## src/rtl/triumph_if_stage_pkg.sv

```systemverilog
// Shared types and constants for the triumph fetch stage: boot address,
// fetch state encodings, NOP word and the {pc, instr} buffer entry.
package triumph_if_stage_pkg;

  localparam logic [31:0] IF_BOOT_ADDR = 32'h0000_0000;
  localparam logic [31:0] INSTR_NOP    = 32'h0000_0013;

  typedef enum logic [1:0] {
    IF_S_IDLE  = 2'd0,
    IF_S_WAIT  = 2'd1,
    IF_S_FLUSH = 2'd2
  } if_state_e;

  typedef struct packed {
    logic [31:0] pc;
    logic [31:0] instr;
  } fetch_entry_t;

  function automatic logic [31:0] word_align(input logic [31:0] addr);
    return {addr[31:2], 2'b00};
  endfunction

endpackage

```

## src/rtl/triumph_if_stage_fifo.sv

```systemverilog
// Fetch buffer: small synchronous FIFO of {pc, instr} entries with a
// single-cycle flush. The head entry is read straight from the storage flops.
module triumph_fetch_fifo
  import triumph_if_stage_pkg::*;
#(
  parameter int DEPTH = 2,
  localparam int AW = $clog2(DEPTH),
  localparam int CW = AW + 1
) (
  input  logic         clk_i,
  input  logic         rst_i,
  input  logic         push_i,
  input  fetch_entry_t wdata_i,
  input  logic         pop_i,
  input  logic         flush_i,
  output fetch_entry_t rdata_o,
  output logic         empty_o,
  output logic [CW-1:0] count_o
);

  fetch_entry_t    mem_q [DEPTH];
  fetch_entry_t    mem_d [DEPTH];
  logic [AW-1:0]   wr_ptr_q, wr_ptr_d;
  logic [AW-1:0]   rd_ptr_q, rd_ptr_d;
  logic [CW-1:0]   count_q, count_d;

  always_comb begin
    mem_d    = mem_q;
    wr_ptr_d = wr_ptr_q;
    rd_ptr_d = rd_ptr_q;
    count_d  = count_q;
    if (flush_i) begin
      wr_ptr_d = '0;
      rd_ptr_d = '0;
      count_d  = '0;
    end else begin
      if (push_i) begin
        mem_d[wr_ptr_q] = wdata_i;
        wr_ptr_d        = wr_ptr_q + AW'(1);
      end
      if (pop_i) begin
        rd_ptr_d = rd_ptr_q + AW'(1);
      end
      case ({push_i, pop_i})
        2'b10:   count_d = count_q + CW'(1);
        2'b01:   count_d = count_q - CW'(1);
        default: count_d = count_q;
      endcase
    end
  end

  always_ff @(posedge clk_i or posedge rst_i) begin
    if (rst_i) begin
      for (int i = 0; i < DEPTH; i++) begin
        mem_q[i] <= '0;
      end
      wr_ptr_q <= '0;
      rd_ptr_q <= '0;
      count_q  <= '0;
    end else begin
      mem_q    <= mem_d;
      wr_ptr_q <= wr_ptr_d;
      rd_ptr_q <= rd_ptr_d;
      count_q  <= count_d;
    end
  end

  assign rdata_o = mem_q[rd_ptr_q];
  assign empty_o = (count_q == '0);
  assign count_o = count_q;

endmodule

```

## src/rtl/triumph_if_stage.sv

```systemverilog
// Instruction-fetch stage: owns the fetch PC, keeps at most one imem request
// outstanding and buffers returned words for decode; redirects flush it all.
module triumph_if_stage
  import triumph_if_stage_pkg::*;
#(
  parameter logic [31:0] BOOT_ADDR  = IF_BOOT_ADDR,
  parameter int          FIFO_DEPTH = 2
) (
  input  logic        clk_i,
  input  logic        rst_i,
  output logic        imem_req_o,
  output logic [31:0] imem_addr_o,
  input  logic        imem_gnt_i,
  input  logic        imem_rvalid_i,
  input  logic [31:0] imem_rdata_i,
  input  logic        branch_valid_i,
  input  logic [31:0] branch_target_i,
  input  logic        id_ready_i,
  output logic        instr_valid_o,
  output logic [31:0] instr_data_o,
  output logic [31:0] instr_pc_o
);

  localparam int CW = $clog2(FIFO_DEPTH) + 1;

  if_state_e     state_q, state_d;
  logic [31:0]   fetch_pc_q, fetch_pc_d;
  logic [31:0]   req_pc_q, req_pc_d;

  logic          fifo_push, fifo_flush, fifo_empty, pop;
  logic [CW-1:0] fifo_count;
  fetch_entry_t  fifo_head, fifo_wdata;
  logic [CW:0]   credit;
  logic          outstanding, can_issue, issue_ok, fire;

  // Credit counts buffer slots already spoken for, including the word in flight.
  assign outstanding = (state_q != IF_S_IDLE);
  assign pop         = instr_valid_o & id_ready_i;
  assign credit      = {1'b0, fifo_count} + {{CW{1'b0}}, outstanding} - {{CW{1'b0}}, pop};
  assign can_issue   = (state_q == IF_S_IDLE) | ((state_q == IF_S_WAIT) & imem_rvalid_i);
  assign issue_ok    = (credit < (CW+1)'(FIFO_DEPTH)) & can_issue;
  assign imem_req_o  = issue_ok & ~branch_valid_i & ~rst_i;
  assign imem_addr_o = fetch_pc_q;
  assign fire        = imem_req_o & imem_gnt_i;

  assign fifo_wdata  = '{pc: req_pc_q, instr: imem_rdata_i};

  always_comb begin
    state_d    = state_q;
    fetch_pc_d = fetch_pc_q;
    req_pc_d   = req_pc_q;
    fifo_push  = 1'b0;
    fifo_flush = 1'b0;
    if (branch_valid_i) begin
      fetch_pc_d = word_align(branch_target_i);
      fifo_flush = 1'b1;
      case (state_q)
        IF_S_WAIT:  state_d = imem_rvalid_i ? IF_S_IDLE : IF_S_FLUSH;
        IF_S_FLUSH: state_d = imem_rvalid_i ? IF_S_IDLE : IF_S_FLUSH;
        default:    state_d = IF_S_IDLE;
      endcase
    end else begin
      if (fire) begin
        fetch_pc_d = fetch_pc_q + 32'd4;
        req_pc_d   = fetch_pc_q;
      end
      case (state_q)
        IF_S_IDLE: begin
          if (fire) state_d = IF_S_WAIT;
        end
        IF_S_WAIT: begin
          if (imem_rvalid_i) begin
            fifo_push = 1'b1;
            state_d   = fire ? IF_S_WAIT : IF_S_IDLE;
          end
        end
        IF_S_FLUSH: begin
          if (imem_rvalid_i) state_d = IF_S_IDLE;
        end
        default: state_d = IF_S_IDLE;
      endcase
    end
  end

  always_ff @(posedge clk_i or posedge rst_i) begin
    if (rst_i) begin
      state_q    <= IF_S_IDLE;
      fetch_pc_q <= BOOT_ADDR;
      req_pc_q   <= '0;
    end else begin
      state_q    <= state_d;
      fetch_pc_q <= fetch_pc_d;
      req_pc_q   <= req_pc_d;
    end
  end

  triumph_fetch_fifo #(
    .DEPTH (FIFO_DEPTH)
  ) u_fifo (
    .clk_i   (clk_i),
    .rst_i   (rst_i),
    .push_i  (fifo_push),
    .wdata_i (fifo_wdata),
    .pop_i   (pop),
    .flush_i (fifo_flush),
    .rdata_o (fifo_head),
    .empty_o (fifo_empty),
    .count_o (fifo_count)
  );

  assign instr_valid_o = ~fifo_empty & ~branch_valid_i;
  assign instr_data_o  = fifo_head.instr;
  assign instr_pc_o    = fifo_head.pc;

endmodule

```

## config.mk

```make
export PLATFORM = sky130hd
export DESIGN_NAME = triumph_if_stage
export DESIGN_NICKNAME = d
export VERILOG_FILES = /design/src/rtl/triumph_if_stage_pkg.sv /design/src/rtl/triumph_if_stage_fifo.sv /design/src/rtl/triumph_if_stage.sv
export SDC_FILE = /design/constraint.sdc
export NUM_CORES = 1
export LEC_CHECK = 0
export ABC_AREA = 1
export CORE_MARGIN = 2
export CORE_UTILIZATION = 53
export CTS_CLUSTER_DIAMETER = 150
export CTS_CLUSTER_SIZE = 24
export DETAILED_ROUTE_END_ITERATION = 10
export PLACE_DENSITY = 0.92
export SLEW_MARGIN = 10
export SYNTH_ARGS = -nofsm -noshare
export SYNTH_HDL_FRONTEND = slang
export SYNTH_SLANG_ARGS = --single-unit
```

## constraint.sdc

```tcl
create_clock -name clk_i -period 8.4 [get_ports clk_i]
set_input_delay 1.68 -clock clk_i [delete_from_list [all_inputs] [get_ports clk_i]]
set_output_delay 1.68 -clock clk_i [all_outputs]
set_load 0.005 [all_outputs]
```

==> results by group, run 1 <==
Pwr
  – Total power: ~0.0030 W
  – Leakage power: 5.44 nW
  – Peak VDD IR: about 180 µV
  – Power per standard cell area: ~260 nW/µm²

Yosys
  – Main combinational cell family by area after synthesis: simple AND/OR/NAND/NOR gates
  – Seq cells post-synth: 190
  – Synth Area in XOR/XNOR: less than 1%
  – Ys Warns: 0
  – Sequential share of the synthesized area: approximately half
  – Ys async rst share: 100%
  – Adder-cell share of the synthesized area: less than 1%
  – Complex-gate fraction of the synthesized area: a little under a tenth
  – Simple-gate share of the synthesized area: 21.4%
  – Synth top area cells: dfrtp_1, nand2_1, mux2_2, o21ai_0, inv_1
  – Cells after Synth: roughly 1.1k
  – Synth Flop Type: dfrtp_1
  – Multiplexer share of the synthesized area: 7.59%
  – Most frequent cell after synthesis: nand2_1
  – Syn_area_per_cell: approximately 8.5 µm²
  – Mapped Area: 9200 µm²
  – Synth cell count leaders: nand2_1, dfrtp_1, o21ai_0, inv_1, mux2_2
  – Count of different cell masters after synthesis: 32
  – EDFF count, synth: 0
  – Synth area leader: dfrtp_1
  – Yosys top cell area share: 51.7%

CTS
  – TritonCTS clock tree: done
  – # hold bufs at CTS: 0
  – Htree depth: 4
  – Clk buf depth: 2
  – Post-cts sizing count: 0
  – Later-pin clock latency in the skew report: between 0.4 and 0.5 ns
  – Reg clk slew, reported paths: 0.06 ns
  – Clock Sinks: 190
  – Clk Tree Root Cell: clkbuf_16
  – Postcts setup bufs: 0
  – Total CTS buffers: 17

Finish
  – Post-route cell area: between 10,000 and 15,000 µm²
  – Final Net Count: roughly 1.3k
  – Diodes inserted: 0
  – Post-route insts no fill: 1,460
  – Layout cells sized above 1: a little over a tenth
  – Finished Core Util: 66.9%
  – Area growth, synth to finish: 24.4%

Detailed routing
  – DRT antenna net count: 0
  – DRC violation count after routing: 0
  – WL final: 21,900 µm
  – Initial DRT Pass Iterations: 6
  – Via density per instance: approximately 5.2
  – WL per Instance: about 15 µm
  – Via count: 7,569
  – Initial DRC count: between 600 and 700

Timing
  – TNS Setup: 0 ns
  – Final Setup Violations: 0
  – Hold Fails Final Rpt: 0
  – Rel. slew slack: 23.2%
  – Fin. max-slew vios: 0
  – Layout Skew: between 0.004 and 0.005 ns
  – Tmin final: ~6.3 ns
  – Worst-margin pin slew: around 1.2 ns
  – Final worst path period share: 75.6%
  – Fmax: approximately 160 MHz
  – RSZ-0062 raised after global routing: false

Critical path
  – Reg-to-Reg Start: u_fifo.count_o[1]
  – Critical Path Fanout Max: 42
  – Worst R2R Path Depth: 12
  – Startpoint class of the critical path: input pin
  – Setup CP Type: input pin to output pin
  – Critical path capture point type: output pin
  – RR Endpoint: imem_addr_o[3]
  – Critical Path AT: 4.67 ns
  – CP required: 6.72 ns
  – Reg2Reg Setup Slack: 4.85 ns

Global route
  – First-pass GRT wire length: approximately 36,000 µm
  – GR peak layer: met2
  – Pin count of the biggest net entering global routing: between 100 and 150
  – Met3 Usage GRT: roughly 5.1%
  – Initial antenna violation count: 0
  – Vias in the first global route: 7,357
  – Met2 Track Usage GR: approximately two fifths
  – Gr ovfl total: 0
  – Total track usage: between 20% and 30%
  – GR Layer Usage met1: 32.3%

Placed design
  – DP Cell Count: 1,430
  – Port Buffers: about 160
  – Placed Area: 10,900 µm²
  – RD Place Congestion: between 0.9 and 1
  – DP HPWL: around 15,000 µm

Die
  – Starting Density: between 50 and 60%
  – Die Span Y: 136 µm
  – Num rows: 48
  – Core Region: 17,100 µm²
  – I/O Pins: 168
  – Die W: roughly 140 µm
  – Die Footprint: between 15,000 and 20,000 µm²

Run status
  – Outcome: complete, no violations

Min path
  – Worst Hold Path EP: u_fifo.mem_q[0]
  – Hold Crit Class: flop to flop
  – Hold path cells: 2
  – Beginning of the worst hold path: u_fifo.mem_q[0]

Run
  – Maxcap violations: 0
==> sequential cells by signal (all words and copies together), names as in the netlist <==
signal	flops
imem_addr_o	30
u_fifo.count_o	2
u_fifo.mem_q	124
req_pc_q	30
state_q	2
u_fifo.wr_ptr_q	1
u_fifo.rd_ptr_q	1
==> cell usage in the layout (no fill, tap or decap), types with 6 or more instances in the layout <==
| master | netlist | final |
|---|---|---|
| nand2_2 | 8 | 6 |
| nand2_1 | 351 | 351 |
| clkbuf_16 | 0 | 17 |
| o21ai_0 | 133 | 133 |
| inv_1 | 121 | 120 |
| mux2_2 | 62 | 62 |
| dfrtp_1 | 190 | 189 |
| nor2_1 | 38 | 38 |
| nand3_1 | 58 | 58 |
| xor2_1 | 7 | 7 |
| clkdlybuf4s50_1 | 0 | 161 |
| buf_4 | 7 | 6 |
| o21ai_1 | 31 | 31 |
| nor2_2 | 10 | 10 |
==> worst max path at each step <==
stage | startpoint | endpoint | slack, ns | depth (start not counted)
floorplan | rst_i | imem_req_o | 0.36 | 5
global placement | branch_valid_i | imem_req_o | 2.11 | 11
detailed placement | branch_valid_i | imem_req_o | 2.04 | 11
CTS | branch_valid_i | imem_req_o | 2.02 | 11
global route | branch_valid_i | imem_req_o | 1.87 | 11
finish | branch_valid_i | imem_req_o | 2.05 | 11
==> layout make-up <==
class                           count  area, µm²
Fill cell                        1344       5670
Sequential cell                   190       4760
Multi-Input combinational cell    725       3710
Timing Repair Buffer              167       1660
Inverter                          123        469
Clock buffer                       21        460
Tap cell                          225        282
Clock inverter                      9        113
==> per-layer routing <==
layer,vias to the layer above,routed length [µm],part of all wire (%)
li1,3712,-,-
met1,3543,9310,43
met2,272,10500,48
met3,42,1430,6.6
met4,0,578,2.6
met5,-,0,0
==> cell families after synthesis <==
logic type	Yosys count
other cells	1
simple gates	476
buf+inv	176
flops	190
compound gates	169
mux	62
fa+ha+maj	6
xor+xnor	8
==> worst max-delay path, cell delays in order <==
cell and delay [ns]:
clkdlybuf4s50_1 0.46, buf_4 0.37, nor3_1 0.14, ha_1 0.28
or2_2 0.28, fa_1 0.49, nand2_1 0.06, nor2_2 0.22
nand3_2 0.12, inv_1 0.07, clkdlybuf4s50_1 0.49
==> power by group <==
part	internal, W	switching (W)	leakage, nW
clock	0.000452	0.000335	0.268
combinational	0.000479	0.000414	2.65
sequential	0.00112	0.000164	2.52
==> metrics by stage <==
stage / hold slack (ns) / setup slack (ns)
6_report: 0.481 / 2.05
5_1_grt: 0.497 / 1.87
4_1_cts: 0.486 / 2.02
3_5_place_dp: 0.469 / 2.04
3_3_place_gp: 0.459 / 2.11
2_1_floorplan: 0.448 / 0.358
Note: power is estimated with default switching activity, not from simulation.
==> run 2: changes to the inputs <==
==> constraint.sdc (replaced) <==
create_clock -name clk_i -period 6.2 [get_ports clk_i]
set_input_delay 1.24 -clock clk_i [delete_from_list [all_inputs] [get_ports clk_i]]
set_output_delay 1.24 -clock clk_i [all_outputs]
set_load 0.005 [all_outputs]
==> run 2 against run 1 <==
Against the previous run: worst setup slack got worse by 1.0 ns; critical endpoint unchanged; final cell count increased by 0.21%; first-iteration DRC count decreased by 3.3%; hold slack about the same; global-route usage decreased by 0.25 points.
==> results by group, run 2 (same netlist as run 1, synthesis figures left out) <==
Finish
  – Layout cells sized above 1: 10.7% (+0.22 points)
  – Area growth, synth to finish: 24.4% (about the same)
  – Commonest non-fill, non-tap cells in the layout: nand2_1, dfrtp_1, clkdlybuf4s50_1, o21ai_0, inv_1
  – Leading cell type in the layout, fill and taps excluded: nand2_1
  – Fillers: 1,349 (+0.37%)
  – Multi-input gate area: 3710 µm² (unchanged)
  – FF/Latch Area: 4760 µm² (unchanged)
  – Max reg flops: 124 (unchanged)
  – Final Net Count: 1,301 (+0.077%)
  – Diodes inserted: 0 (unchanged)
  – Post-route cell area: 11,400 µm² (about the same)
  – Top reg by flops: u_fifo.mem_q

Placed design
  – Placed Area: 10,900 µm² (+0.17%)
  – Port Buffers: 161 (unchanged)
  – RD Place Congestion: 0.951 (-1.8%)
  – DP HPWL: 14,700 µm (-1.6%)

Global route
  – Initial antenna violation count: 0 (unchanged)
  – Vias in the first global route: 7,274 (-1.1%)
  – Gr ovfl total: 0 (unchanged)
  – First-pass GRT wire length: 35,400 µm (-1.1%)
  – Pin count of the biggest net entering global routing: 191 (+53%)
  – Total track usage: 24.4% (-0.25 points)

Critical path
  – CP required: 4.96 ns (-1.76 ns)
  – Critical path capture point type: output pin
  – Worst-path cell chain: clkdlybuf4s50_1 > inv_1 > nor3_1 > ha_1 > or2_2 > fa_1 > nand2_1 > nor2_2 > nand3_2 > inv_1 > clkdlybuf4s50_1
  – Startpoint class of the critical path: input pin
  – Crit-path max cell delay: 0.48 ns (about the same)
  – Critical Path AT: 3.94 ns (-0.73 ns)
  – Setup CP Type: input pin to output pin
  – Slowest CP cell: clkdlybuf4s50_1
  – RR Endpoint: req_pc_q[5]
  – Buf+Inv Stages, Crit Path: 4 (unchanged)
  – Reg2Reg Setup Slack: 2.98 ns (-1.87 ns)
  – CP top delay family: buffers and inverters
  – Worst R2R Path Depth: 11 (-1)
  – Critical Path Fanout Max: 2 (-95%)
  – Reg-to-Reg Start: u_fifo.count_o[1]

Timing
  – Tmin final: between 5 and 6 ns
  – Final worst path period share: 83.6%
  – Rel. slew slack: 25.8% (+2.6 points)
  – Layout Skew: 0.00717 ns (+0.00265 ns)
  – TNS Setup: 0 ns (unchanged)
  – Hold Fails Final Rpt: 0 (unchanged)
  – Final Setup Violations: 0 (unchanged)
  – Fin. max-slew vios: 0 (unchanged)
  – RSZ-0062 raised after global routing: false
  – Worst-margin pin slew: 1.11 ns (-0.0386 ns)
  – Fmax: ~190 MHz

Min path
  – Hold path cells: 2 (unchanged)
  – Hold Crit Class: flop to flop
  – Beginning of the worst hold path: u_fifo.mem_q[60]
  – Worst Hold Path EP: u_fifo.mem_q[60]

Die
  – Die Span Y: 136 µm (unchanged)
  – Core Region: 17,100 µm² (unchanged)
  – I/O Pins: 168 (unchanged)
  – Num rows: 48 (unchanged)
  – Die Footprint: 18,400 µm² (unchanged)
  – Die W: 136 µm (unchanged)
  – Starting Density: 53.8% (unchanged)

Detailed routing
  – Via count: 7,578 (+0.12%)
  – DRC violation count after routing: 0 (unchanged)
  – WL per Instance: 14.8 µm (-0.88%)
  – DRT antenna net count: 0 (unchanged)
  – WL final: 21,700 µm (-0.68%)
  – Initial DRT Pass Iterations: 5 (-1)
  – Via density per instance: 5.18 (about the same)
  – Initial DRC count: 622 (-3.3%)

CTS
  – Later-pin clock latency in the skew report: 0.43 ns (about the same)
  – TritonCTS clock tree: done
  – Postcts setup bufs: 0 (unchanged)
  – Clock Sinks: 190 (unchanged)
  – Reg clk slew, reported paths: 0.07 ns (about the same)
  – Post-cts sizing count: 0 (unchanged)
  – # hold bufs at CTS: 0 (unchanged)
  – Clk buf depth: 2 (unchanged)
  – Clk Tree Root Cell: clkbuf_16
  – Total CTS buffers: 17 (unchanged)
  – Htree depth: 4 (unchanged)

Pwr
  – Power per standard cell area: 349 nW/µm² (+35%)
  – Leakage power: 5.44 nW (about the same)
  – Peak VDD IR: 222 µV (+25%)

Run status
  – Outcome: complete, no violations

Run
  – Maxcap violations: 0 (unchanged)
## run 2: changes by cell type in the layout (fill, tap and decap cells not counted), sizes merged
cell | previous run | this run
clkbuf | 21 | 20
buf | 6 | 7
bufinv | 2 | 1
clkinvlp | 4 | 5
clkinv | 2 | 4
inv | 124 | 125
## run 2: stage by stage
step	utilization, %	std cells	setup slack, ns	hold slack (ns)	power [W]
2_1_floorplan	-	1091	0.556	0.448	0.00239
3_3_place_gp	63.6	1431	1.07	0.460	0.00291
3_5_place_dp	63.6	1431	1.02	0.469	0.00296
4_1_cts	66.9	1463	1.01	0.486	0.00402
5_1_grt	66.9	1463	0.880	0.491	0.00423
6_report	66.9	1463	1.02	0.482	0.00399
## run 2: tightest hold or removal path: stages (launching register included)
cell	delay (ns)
dfrtp_1	0.34
nand2_1	0.05
o21ai_0	0.06
## run 2: how the worst max path moves through the flow
stage	slack, ns	cells after the start	to	start
after floorplan	0.56	5	imem_req_o	rst_i
after global placement	1.07	11	imem_req_o	id_ready_i
after detailed placement	1.02	11	imem_req_o	id_ready_i
after CTS	1.01	11	imem_req_o	id_ready_i
after global routing	0.88	11	imem_req_o	id_ready_i
final	1.02	11	imem_req_o	id_ready_i
## run 2: layout make-up
cell class	instances	share of cell area (%)
clock buffer	20	3.90
multi-input combinational	725	32.4
timing repair buffer	168	14.6
sequential	190	41.5
inverter	123	4.09
tap	225	2.46
clock inverter	12	0.984
## run 2: power breakdown
group | leakage (nW) | internal [W] | switching (W) | total, W
sequential | 2.52 | 0.00152 | 0.000236 | 0.00175
clock | 0.265 | 0.000568 | 0.000470 | 0.00104
combinational | 2.66 | 0.000651 | 0.000552 | 0.00120
## run 2: per-layer routing
metal  share of wire [%]  global-route usage (%)  wire length (µm)  up-vias
met5                   0                       0                 0        -
met4                 1.9                    8.16               421        0
met3                 7.0                    5.09              1520       28
met2                  47                    39.6             10200      257
met1                  44                    32.9              9550     3576
li1                    -                       -                 -     3717
==> run 3: changes to the inputs <==
--- a/config.mk
+++ b/config.mk
@@ -7,11 +7,11 @@
 export LEC_CHECK = 0
 export ABC_AREA = 1
 export CORE_MARGIN = 2
-export CORE_UTILIZATION = 53
+export CORE_UTILIZATION = 48
 export CTS_CLUSTER_DIAMETER = 150
 export CTS_CLUSTER_SIZE = 24
 export DETAILED_ROUTE_END_ITERATION = 10
-export PLACE_DENSITY = 0.92
+export PLACE_DENSITY = 0.88
 export SLEW_MARGIN = 10
 export SYNTH_ARGS = -nofsm -noshare
 export SYNTH_HDL_FRONTEND = slang
==> constraint.sdc (replaced) <==
create_clock -name clk_i -period 4.6 [get_ports clk_i]
set_input_delay 0.92 -clock clk_i [delete_from_list [all_inputs] [get_ports clk_i]]
set_output_delay 0.92 -clock clk_i [all_outputs]
set_load 0.005 [all_outputs]
==> run 3 against run 2 <==
Against the previous run: flip-flop and latch count unchanged; combinational power up 38%; clock skew up 0.0026 ns; wire length up 1.8%; die area up 10%; critical path depth unchanged; global-route usage down 2.2 points; sequential share of layout area down 0.45 points; register-to-register slack worse by 1.4 ns; worst setup slack worse by 0.86 ns; via count up 0.62%; critical path type unchanged; critical endpoint unchanged; highest routed layer unchanged.
==> results by group, run 3 (same netlist as run 1, synthesis figures left out) <==
Global route
  – Total track usage: 22.3% (-2.2 points)
  – Vias in the first global route: 7,264 (-0.14%)
  – Initial antenna violation count: 0 (unchanged)
  – Pin count of the biggest net entering global routing: 191 (unchanged)
  – Gr ovfl total: 0 (unchanged)
  – First-pass GRT wire length: 35,700 µm (+0.74%)

Run
  – Maxcap violations: 0 (unchanged)

Timing
  – Fin. max-slew vios: 0 (unchanged)
  – RSZ-0062 raised after global routing: false
  – Worst-margin pin slew: 0.985 ns (-0.128 ns)
  – Hold slack final: 0.483 ns (+0.00132 ns)
  – Fmax: 225 MHz
  – Final Setup Violations: 0 (unchanged)
  – Rel. slew slack: 34.3% (+8.5 points)
  – Layout Skew: 0.00982 ns (+0.00265 ns)
  – Tmin final: 4.45 ns
  – Hold Fails Final Rpt: 0 (unchanged)
  – Final worst path period share: 96.7%

Die
  – Die W: 142 µm (+4.9%)
  – Core Region: 18,800 µm² (+9.6%)
  – I/O Pins: 168 (unchanged)
  – Starting Density: 49.0% (-4.7 points)
  – Num rows: 50 (+4.2%)
  – Die Span Y: 142 µm (+4.9%)
  – Die Footprint: 20,300 µm² (+10%)

Critical path
  – Worst-path cell chain: clkdlybuf4s50_1 > inv_1 > nor3_2 > ha_1 > or2_2 > fa_1 > nand2_1 > nor2_2 > nand3_2 > inv_1 > clkdlybuf4s50_1
  – Crit-path max cell delay: 0.50 ns (+0.02 ns)
  – Setup CP Type: input pin to output pin
  – Crit path launch: id_ready_i
  – Critical Path AT: 3.53 ns (-0.41 ns)
  – Slowest CP cell: clkdlybuf4s50_1
  – CP required: 3.68 ns (-1.28 ns)
  – Startpoint class of the critical path: input pin
  – Critical path capture point type: output pin
  – Reg-to-Reg Start: u_fifo.count_o[1]
  – Critical Path Fanout Max: 2 (unchanged)

Pwr
  – Leakage power: 5.50 nW (+1.2%)
  – Peak VDD IR: 295 µV (+33%)
  – Comb pwr share: 29.8% (-0.3 points)
  – Total power: 0.00556 W (+39%)
  – Int Pwr: 0.00380 W (+39%)
  – Power share of the clock group: 27.9% (+1.9 points)
  – Register share of total power: 42.3% (-1.6 points)
  – Net switching power: 0.00175 W (+39%)
  – Power per standard cell area: 480 nW/µm² (+38%)
  – Net switching fraction of the power: 31.5% (about the same)

Detailed routing
  – DRT antenna net count: 0 (unchanged)
  – Via count: 7,625 (+0.62%)
  – Via density per instance: 5.17 (-0.27%)
  – WL per Instance: 15.0 µm (+0.91%)
  – Met3 WL: 1750 µm (+15%)
  – DR top layer: met4
  – Initial DRT Pass Iterations: 5 (unchanged)
  – DRC violation count after routing: 0 (unchanged)
  – WL final: 22,100 µm (+1.8%)
  – Initial DRC count: 615 (-1.1%)
  – Metal2 WL: 10,500 µm (+2.3%)
  – Metal-1 WL: 9550 µm (about the same)

CTS
  – Clk buf depth: 2 (unchanged)
  – TritonCTS clock tree: done
  – Total CTS buffers: 17 (unchanged)
  – Reg clk slew, reported paths: 0.07 ns (about the same)
  – Postcts setup bufs: 0 (unchanged)
  – Clock Sinks: 190 (unchanged)
  – Later-pin clock latency in the skew report: 0.43 ns (about the same)
  – Htree depth: 4 (unchanged)
  – Clk Tree Root Cell: clkbuf_16

Finish
  – Diodes inserted: 0 (unchanged)
  – Final Net Count: 1,305 (+0.31%)
  – Top reg by flops: u_fifo.mem_q
  – Area growth, synth to finish: 25.8%
  – Leading cell type in the layout, fill and taps excluded: nand2_1
  – Commonest non-fill, non-tap cells in the layout: nand2_1, dfrtp_1, clkdlybuf4s50_1, o21ai_0, inv_1
  – Fillers: 1,538 (+14%)
  – Max reg flops: 124 (unchanged)
  – FF/Latch Area: 4760 µm² (unchanged)
  – Multi-input gate area: 3710 µm² (+0.13%)
  – Layout cells sized above 1: 11.3% (+0.53 points)

Min path
  – Hold Crit Class: flop to flop
  – Beginning of the worst hold path: u_fifo.mem_q[117]

Run status
  – Outcome: complete, no violations

Placed design
  – DP HPWL: 14,900 µm (+1.6%)
  – RD Place Congestion: 0.941 (-1.0%)
  – Port Buffers: 161 (unchanged)
[run 3: cell types whose count changed in the layout (fill, tap and decap cells not counted), sizes merged]
cell | before | now
clkinvlp | 5 | 3
clkbuf | 20 | 17
bufinv | 1 | 3
inv | 125 | 128
buf | 7 | 11
[run 3: power by group through the flow]
stage | Combinational [W] | Clock (W) | Sequential (W)
3_3_place_gp | 0.00158 | 0 | 0.00235
4_1_cts | 0.00167 | 0.00158 | 0.00235
6_report | 0.00165 | 0.00155 | 0.00235
2_1_floorplan | 0.000951 | 0 | 0.00226
3_5_place_dp | 0.00164 | 0 | 0.00237
5_1_grt | 0.00184 | 0.00164 | 0.00240
[run 3: final timing paths]
| check | depth (start not counted) | slack [ns] | to |
|---|---|---|---|
| max | 11 | 0.15 | imem_req_o |
| min | 2 | 0.48 | u_fifo.mem_q[117] |
| max reg2reg | 12 | 1.54 | req_pc_q[5] |
| min reg2reg | 2 | 0.48 | u_fifo.mem_q[117] |
| max in group asynchronous | 3 | 2.71 | u_fifo.mem_q[40] |
| min in group asynchronous | 3 | 1.18 | u_fifo.count_o[0] |
[run 3: what timing repair did]
item / in CTS / in global routing
hold endpoints to repair: 0 / 0
resized for setup: 0 / 1
endpoints found under the setup margin: 0 / 1
hold buffers: 0 / 0
[run 3: routing by layer]
metal | track usage [%] | vias up
li1 | - | 3716
met1 | 30.2 | 3574
met2 | 36.1 | 311
met3 | 4.68 | 24
met4 | 6.83 | 0
met5 | 0 | -
[run 3: through the flow]
step	TNS, ns	instances	utilization, %	setup WS (ns)	instance area [µm²]
2_1_floorplan	-0.404	1091	-	-0.404	9220
3_3_place_gp	0	1444	58.3	0.0806	10900
3_5_place_dp	0	1444	58.3	0.0410	10900
4_1_cts	0	1476	61.6	0.0336	11600
5_1_grt	0	1476	61.7	0.0291	11600
6_report	0	1476	61.7	0.152	11600
[run 3: critical path, delay by kind of cell]
kind                       cells  cell delay (ns)
adders and majority gates      2             0.74
buffers and inverters          4             1.10
and+or+nand+nor                5             0.78
[run 3: area by class of cell]
type                    instances  share of cell area, %
flip-flops and latches        190                   41.1
multi-input cells             725                   32.1
repair buffers                172                   14.9
inverters                     123                   4.04
clock buffers                  17                   3.68
well taps                     234                   2.53
clock inverters                15                   1.74
